### src/rtl/rx_link_pkg.sv
// rtl/rx_link_pkg.sv - shared constants and types for the fiber RX/TX link
package rx_link_pkg;

    localparam logic [7:0] K28_5_COMMA  = 8'hBC;
    localparam logic [7:0] K28_0_MARKER = 8'h1C;

    typedef enum logic [1:0] {
        CLS_COMMA  = 2'd0,
        CLS_MARKER = 2'd1,
        CLS_DATA   = 2'd2,
        CLS_ERROR  = 2'd3
    } word_class_t;

    typedef enum logic [1:0] {
        ST_UNLOCKED = 2'd0,
        ST_LOCKING  = 2'd1,
        ST_LOCKED   = 2'd2
    } link_state_t;

    // Only a K on the low byte is legal; the low byte then names the control code.
    function automatic word_class_t classify_word(input logic [15:0] data,
                                                  input logic [1:0]  kchar);
        word_class_t cls;
        cls = CLS_ERROR;
        if (kchar == 2'b00) begin
            cls = CLS_DATA;
        end else if (kchar == 2'b01) begin
            if (data[7:0] == K28_5_COMMA) begin
                cls = CLS_COMMA;
            end else if (data[7:0] == K28_0_MARKER) begin
                cls = CLS_MARKER;
            end
        end
        return cls;
    endfunction

endpackage

### src/rtl/rx_word_classify.sv
// rtl/rx_word_classify.sv - stage-1 register of the RX word and mode bits, plus class decode
module rx_word_classify
    import rx_link_pkg::*;
(
    input  logic        clk,
    input  logic        reset,
    input  logic [15:0] rx_data,
    input  logic [1:0]  rx_kchar,
    input  logic        prbs_en,
    input  logic        marker_en,
    output logic [15:0] s1_data,
    output logic [1:0]  s1_kchar,
    output logic        s1_prbs_en,
    output logic        s1_marker_en,
    output word_class_t s1_class
);

    always_ff @(posedge clk) begin
        if (reset) begin
            s1_data      <= '0;
            s1_kchar     <= '0;
            s1_prbs_en   <= 1'b0;
            s1_marker_en <= 1'b0;
        end else begin
            s1_data      <= rx_data;
            s1_kchar     <= rx_kchar;
            s1_prbs_en   <= prbs_en;
            s1_marker_en <= marker_en;
        end
    end

    assign s1_class = classify_word(s1_data, s1_kchar);

endmodule

### src/rtl/demux_rx.sv
// rtl/demux_rx.sv - RX word demultiplexer with comma-based link lock and marker/error counters
module demux_rx
    import rx_link_pkg::*;
#(
    parameter int unsigned LOCK_CNT  = 16,
    parameter int unsigned ERR_LIMIT = 4
)
(
    input  logic        RX_CLK,
    input  logic        RESET,
    input  logic [15:0] RX_DATA,
    input  logic [1:0]  RX_KCHAR,
    input  logic        PRBS_EN,
    input  logic        MARKER_EN,
    input  logic        CLR_CNT,
    output logic [15:0] PRBS_DATA,
    output logic [1:0]  PRBS_KCHAR,
    output logic        PRBS_VALID,
    output logic [15:0] FIBER_DATA,
    output logic [1:0]  FIBER_KCHAR,
    output logic        FIBER_VALID,
    output logic        MARKER_SEEN,
    output logic [7:0]  MARKER_DATA,
    output logic        LOCKED,
    output logic [15:0] ERR_CNT,
    output logic [15:0] MARKER_CNT
);

    localparam logic [7:0] LOCK_TGT = 8'(LOCK_CNT);
    localparam logic [3:0] ERR_TGT  = 4'(ERR_LIMIT);

    logic [15:0] s1_data;
    logic [1:0]  s1_kchar;
    logic        s1_prbs_en;
    logic        s1_marker_en;
    word_class_t s1_class;

    link_state_t state, state_nxt;
    logic [7:0]  lock_run, lock_run_nxt;
    logic [3:0]  err_run, err_run_nxt;
    logic [15:0] err_cnt_r, marker_cnt_r;

    logic fiber_ok, marker_hit, err_hit;

    rx_word_classify u_classify (
        .clk          (RX_CLK),
        .reset        (RESET),
        .rx_data      (RX_DATA),
        .rx_kchar     (RX_KCHAR),
        .prbs_en      (PRBS_EN),
        .marker_en    (MARKER_EN),
        .s1_data      (s1_data),
        .s1_kchar     (s1_kchar),
        .s1_prbs_en   (s1_prbs_en),
        .s1_marker_en (s1_marker_en),
        .s1_class     (s1_class)
    );

    always_ff @(posedge RX_CLK) begin
        if (RESET) begin
            state    <= ST_UNLOCKED;
            lock_run <= '0;
            err_run  <= '0;
        end else begin
            state    <= state_nxt;
            lock_run <= lock_run_nxt;
            err_run  <= err_run_nxt;
        end
    end

    always_comb begin
        state_nxt    = state;
        lock_run_nxt = lock_run;
        err_run_nxt  = err_run;
        if (s1_prbs_en) begin
            state_nxt    = ST_UNLOCKED;
            lock_run_nxt = '0;
            err_run_nxt  = '0;
        end else begin
            case (state)
                ST_UNLOCKED: begin
                    lock_run_nxt = '0;
                    err_run_nxt  = '0;
                    if (s1_class == CLS_COMMA) begin
                        if (LOCK_TGT == 8'd1) begin
                            state_nxt = ST_LOCKED;
                        end else begin
                            state_nxt    = ST_LOCKING;
                            lock_run_nxt = 8'd1;
                        end
                    end
                end
                ST_LOCKING: begin
                    if (s1_class == CLS_COMMA) begin
                        if (lock_run + 8'd1 == LOCK_TGT) begin
                            state_nxt    = ST_LOCKED;
                            lock_run_nxt = '0;
                        end else begin
                            lock_run_nxt = lock_run + 8'd1;
                        end
                    end else begin
                        state_nxt    = ST_UNLOCKED;
                        lock_run_nxt = '0;
                    end
                end
                ST_LOCKED: begin
                    if (s1_class == CLS_ERROR) begin
                        if (err_run + 4'd1 == ERR_TGT) begin
                            state_nxt   = ST_UNLOCKED;
                            err_run_nxt = '0;
                        end else begin
                            err_run_nxt = err_run + 4'd1;
                        end
                    end else begin
                        err_run_nxt = '0;
                    end
                end
                default: begin
                    state_nxt    = ST_UNLOCKED;
                    lock_run_nxt = '0;
                    err_run_nxt  = '0;
                end
            endcase
        end
    end

    // Qualifiers use the pre-transition state, so the locking comma itself is not forwarded.
    assign fiber_ok   = (state == ST_LOCKED) && !s1_prbs_en && !s1_marker_en &&
                        ((s1_class == CLS_DATA) || (s1_class == CLS_COMMA));
    assign marker_hit = (state == ST_LOCKED) && !s1_prbs_en && (s1_class == CLS_MARKER);
    assign err_hit    = ((state == ST_LOCKED) || (state == ST_LOCKING)) && !s1_prbs_en &&
                        (s1_class == CLS_ERROR);

    always_ff @(posedge RX_CLK) begin
        if (RESET) begin
            PRBS_DATA    <= '0;
            PRBS_KCHAR   <= '0;
            PRBS_VALID   <= 1'b0;
            FIBER_DATA   <= '0;
            FIBER_KCHAR  <= '0;
            FIBER_VALID  <= 1'b0;
            MARKER_SEEN  <= 1'b0;
            MARKER_DATA  <= '0;
            err_cnt_r    <= '0;
            marker_cnt_r <= '0;
        end else begin
            PRBS_DATA   <= s1_data;
            PRBS_KCHAR  <= s1_kchar;
            PRBS_VALID  <= s1_prbs_en;
            FIBER_DATA  <= s1_data;
            FIBER_KCHAR <= s1_kchar;
            FIBER_VALID <= fiber_ok;
            MARKER_SEEN <= marker_hit;
            if (marker_hit) begin
                MARKER_DATA <= s1_data[15:8];
            end
            if (CLR_CNT) begin
                err_cnt_r <= '0;
            end else if (err_hit && (err_cnt_r != 16'hFFFF)) begin
                err_cnt_r <= err_cnt_r + 16'd1;
            end
            if (CLR_CNT) begin
                marker_cnt_r <= '0;
            end else if (marker_hit && (marker_cnt_r != 16'hFFFF)) begin
                marker_cnt_r <= marker_cnt_r + 16'd1;
            end
        end
    end

    assign LOCKED     = (state == ST_LOCKED);
    assign ERR_CNT    = err_cnt_r;
    assign MARKER_CNT = marker_cnt_r;

endmodule

### config.mk
export PLATFORM = sky130hd
export DESIGN_NAME = demux_rx
export DESIGN_NICKNAME = d
export VERILOG_FILES = /design/src/rtl/rx_link_pkg.sv /design/src/rtl/rx_word_classify.sv /design/src/rtl/demux_rx.sv
export SDC_FILE = /design/constraint.sdc
export NUM_CORES = 1
export LEC_CHECK = 0
export CAP_MARGIN = 20
export CORE_MARGIN = 1.5
export CORE_UTILIZATION = 45
export CTS_BUF_LIST = sky130_fd_sc_hd__clkbuf_2
export DETAILED_ROUTE_END_ITERATION = 7
export PLACE_DENSITY_LB_ADDON = 0.08
export RECOVER_POWER = 100
export SYNTH_ARGS = -nofsm -noshare
export SYNTH_HDL_FRONTEND = slang
export SYNTH_SLANG_ARGS = --single-unit
### constraint.sdc
create_clock -name RX_CLK -period 4.34 [get_ports RX_CLK]
set_input_delay 0.651 -clock RX_CLK [delete_from_list [all_inputs] [get_ports RX_CLK]]
set_output_delay 0.651 -clock RX_CLK [all_outputs]
set_load 0.005 [all_outputs]
==> impl_metrics.py <==
metrics = {
    "sta": {
        "rsz0062_at_grt": "no",
        "setup_viol": 0,
        "tightest_slew_ns": 2.100,
        "clock_skew_ns": 0.03263,
        "max_freq_mhz": 295.5,
        "relSlewSlack_pct": -39.98,
        "slew_violations": 86,
        "setup_tns_ns": 0,
        "fin_crit_sh_pct": 77.97,
        "fin_crit_ns": 3.384,
        "hold_viol_final": 0,
        "fin_ws_ns": 0.9560,
    },
    "logic_synthesis": {
        "ys_seq_area_share_pct": 47.34,
        "synth_fp_nets": 465,
        "synth_cells": 433,
        "async_flop_share_pct": 0,
        "synthFlopType": "dfxtp_1",
        "synth.distinct_cells": 47,
        "synth-seq-cells": 95,
        "synth_edf_count": 0,
        "syn_area_per_cell_um2": 9.279,
        "yosys_warnings": 0,
        "synth_area_mm2": 0.004018,
    },
    "route": {
        "detail_route.wl_per_cell_um": 12.87,
        "dr.pass1.iters": 4,
        "first_iter_violations": 94,
        "route.detailed.drc": 0,
        "via_count": 3184,
        "antenna_left": 0,
        "drt-total-wl_mm": 8.041,
        "viasPerCell": 5.094,
    },
    "worst_setup_path": {
        "worst_r2r_path_depth": 9,
        "path_depth": 9,
        "crit_slowest_cell": "ha_1",
        "cp_cell_sequence": "inv_1, ha_1, or4b_1, nor4_4, clkbuf_1, a21boi_4, nand4_1, or2_0, a21oi_1",
        "startpoint": "state[0]",
        "critPathKind": "reg2reg",
        "crit_buf_inv": 2,
        "worstSetupStartpointType": "register",
        "required_ns": 4.81,
        "crit_end": "MARKER_CNT[9]",
        "worst-path-max-fanout": 21,
        "slowest_delay_ns": 0.57,
        "cp_top_family": "simple AND/OR/NAND/NOR gates",
        "rrSetupSlack_ns": 0.96,
        "crit_arrival_ns": 3.85,
        "crit_path_end_kind": "register",
        "reg2reg_to": "MARKER_CNT[9]",
        "reg2reg_from": "state[0]",
    },
    "final_layout": {
        "multi_input_area_mm2": 0.001857,
        "register_area_mm2": 0.001902,
        "drive_gt1_share_pct": 4.062,
        "fillers": 782,
        "fin_nets": 544,
        "diodes": 0,
        "area_growth_pct": 25.76,
    },
    "power_and_ir_drop": {
        "p_leak_nw": 2.016,
        "ir_drop_mv": 0.1853,
        "p_per_area_mw_per_mm2": 269.9,
    },
    "cts": {
        "htreeDepth": 3,
        "cts_buffer_depth": 2,
        "numCtsBuffers": 9,
        "cts.repair.resized": 0,
        "cts_setup_buffers": 0,
        "cts_hold_repair.buffers": 0,
        "cts_root_buffer": "clkbuf_2",
        "clock_sinks": 95,
        "tritoncts": "built",
        "path_clk_slew_ns": 0.24,
        "clk-insertion-delay-late_ns": 0.55,
    },
    "global_routing": {
        "grt_start_max_net_pins": 54,
        "overflow": 0,
        "grt_pass1_vias": 3030,
        "grt_pass1_wl_mm": 13.88,
        "antenna_found_initial": 0,
        "grt_usage_pct": 17.83,
    },
    "floorplanning": {
        "design.core.area_mm2": 0.008678,
        "die-width_um": 97.49,
        "boundaryPins": 103,
        "rows": 34,
        "die_h_um": 97.49,
        "start_util_pct": 46.29,
        "die-area_mm2": 0.009504,
    },
    "placed_design": {
        "gp_congestion": 0.8028,
        "port_buffers": 102,
        "dp_hpwl_mm": 5.823,
        "pre_cts_ws_ns": 1.377,
    },
    "worst_hold_path": {
        "hp-class": "reg2reg",
    },
    "status": {
        "run_status": "finished with violations",
        "violations": "max-capacitance violations, max-slew violations",
    },
    "flow_run": {
        "maxCapViolations": 2,
    },
}
-- cells by family after synthesis --
family / after synthesis / share of synthesized area [%]
XOR/XNOR: 29 / 6.322
multiplexers: 10 / 2.492
adder cells (fa/ha/maj): 9 / 2.803
AND/OR/NAND/NOR: 199 / 27.53
AO/OA/AOI/OAI: 45 / 7.163
flip-flops: 95 / 47.34
buffers and inverters: 46 / 6.353
-- worst register-to-register path, delay by kind of cell (launching register included) --
| family | cells | cell delay (ns) |
|---|---|---|
| AO/OA/AOI/OAI | 2 | 0.64 |
| adder cells (fa/ha/maj) | 1 | 0.57 |
| buffers and inverters | 2 | 0.67 |
| flip-flops | 1 | 0.36 |
| AND/OR/NAND/NOR | 4 | 1.08 |
-- cell usage after synthesis (2+ instances only) --
cell type   n  share of area, %
nand4_1    16               2.5
and4_1      6               1.3
xnor2_1    11               2.4
dfxtp_1    95                47
or4_1       3              0.56
or2_2       3              0.47
nand2_1    21               2.0
nor3_1      7              0.87
ha_1        9               2.8
o211ai_1    2              0.37
nand3_1    15               1.9
nor2_1     50               4.7
o41ai_1     2              0.44
buf_4      18               3.4
inv_1      11               1.0
and2_1      3              0.47
clkbuf_1   14               1.3
nand4b_1    3              0.65
nand2b_1    3              0.47
xor2_1     18               3.9
buf_6       2              0.56
mux2i_1    10               2.5
nand3b_1    2              0.37
and3_1      9               1.4
o21ai_0    11               1.4
nor2b_1    42               6.5
nor3b_1     4              0.75
or3_1       5              0.78
a21oi_1    19               2.4
a211oi_1    2              0.37
-- through the flow --
| step | instances | total power, mW | utilization [%] | hold WS, ns | cell area [µm²] |
|---|---|---|---|---|---|
| after floorplan | 433 | 0.9567 | - | 0.3734 | 4018 |
| after global placement | 609 | 0.9998 | 57.18 | 0.3967 | 4962 |
| after detailed placement | 609 | 1.001 | 57.18 | 0.3979 | 4962 |
| after CTS | 625 | 1.392 | 58.32 | 0.4236 | 5061 |
| after global routing | 625 | 1.437 | 58.22 | 0.4372 | 5052 |
| final | 625 | 1.364 | 58.22 | 0.4299 | 5052 |
-- layout by cell type (no fill, tap or decap), types with 4 or more instances in the layout --
master           synthesis  routed
nor2_1                  50      50
clkbuf_2                 0       9
dfxtp_1                 95      95
o21ai_0                 11      11
xnor2_1                 11      11
or3_1                    5       5
clkdlybuf4s50_1          0      21
and4_1                   6       6
mux2i_1                 10      10
nor3_1                   7       7
nand4_1                 16      16
ha_1                     9       9
nor2b_1                 42      42
dlygate4sd3_1            0      80
nand3_1                 15      15
inv_1                   11      11
nand2_1                 21      21
and3_1                   9       9
xor2_1                  18      18
a21oi_1                 19      19
nor3b_1                  4       4
-- registers in the layout, summed over array words and instances, names as in the netlist --
name and cells:
PRBS_VALID 1, u_classify.s1_prbs_en 1, state 2, u_classify.s1_marker_en 1
u_classify.s1_data 16, MARKER_DATA 8, FIBER_DATA 16, ERR_CNT 16
MARKER_SEEN 1, u_classify.s1_kchar 2, MARKER_CNT 16, err_run 4
lock_run 8, FIBER_KCHAR 2, FIBER_VALID 1
-- area by class of cell --
| cell class | count | area share, % |
|---|---|---|
| clock inverters | 7 | 1.065 |
| flip-flops and latches | 95 | 37.64 |
| well taps | 108 | 2.675 |
| clock buffers | 9 | 0.8915 |
| inverters | 11 | 0.8172 |
| multi-input cells | 292 | 36.75 |
| repair buffers | 103 | 20.16 |
-- power by group --
group	internal (mW)	total [mW]	leakage, nW	switching [mW]
sequential	0.892	0.902	0.774	0.00928
combinational	0.0454	0.0761	1.18	0.0307
clock	0.0835	0.386	0.0627	0.302
total	1.02	1.36	2.02	0.342
-- how the worst min path moves through the flow --
stage / startpoint / end / slack, ns / depth (start not counted)
2_1_floorplan: u_classify.s1_marker_en / FIBER_VALID / 0.37 / 1
3_3_place_gp: u_classify.s1_marker_en / FIBER_VALID / 0.40 / 1
3_5_place_dp: u_classify.s1_marker_en / FIBER_VALID / 0.40 / 1
4_1_cts: u_classify.s1_marker_en / FIBER_VALID / 0.42 / 1
5_1_grt: u_classify.s1_data[6] / FIBER_DATA[6] / 0.44 / 1
6_report: u_classify.s1_marker_en / FIBER_VALID / 0.43 / 1
-- per-layer routing --
layer | GRT usage, % | share of wire, % | wire length, µm
met1 | 21.97 | 46 | 3668
met2 | 29.49 | 48 | 3845
met3 | 4.964 | 4.9 | 392
met4 | 7.033 | 1.7 | 134
met5 | 0 | 0 | 0
Note: power is estimated with default switching activity, not from simulation.
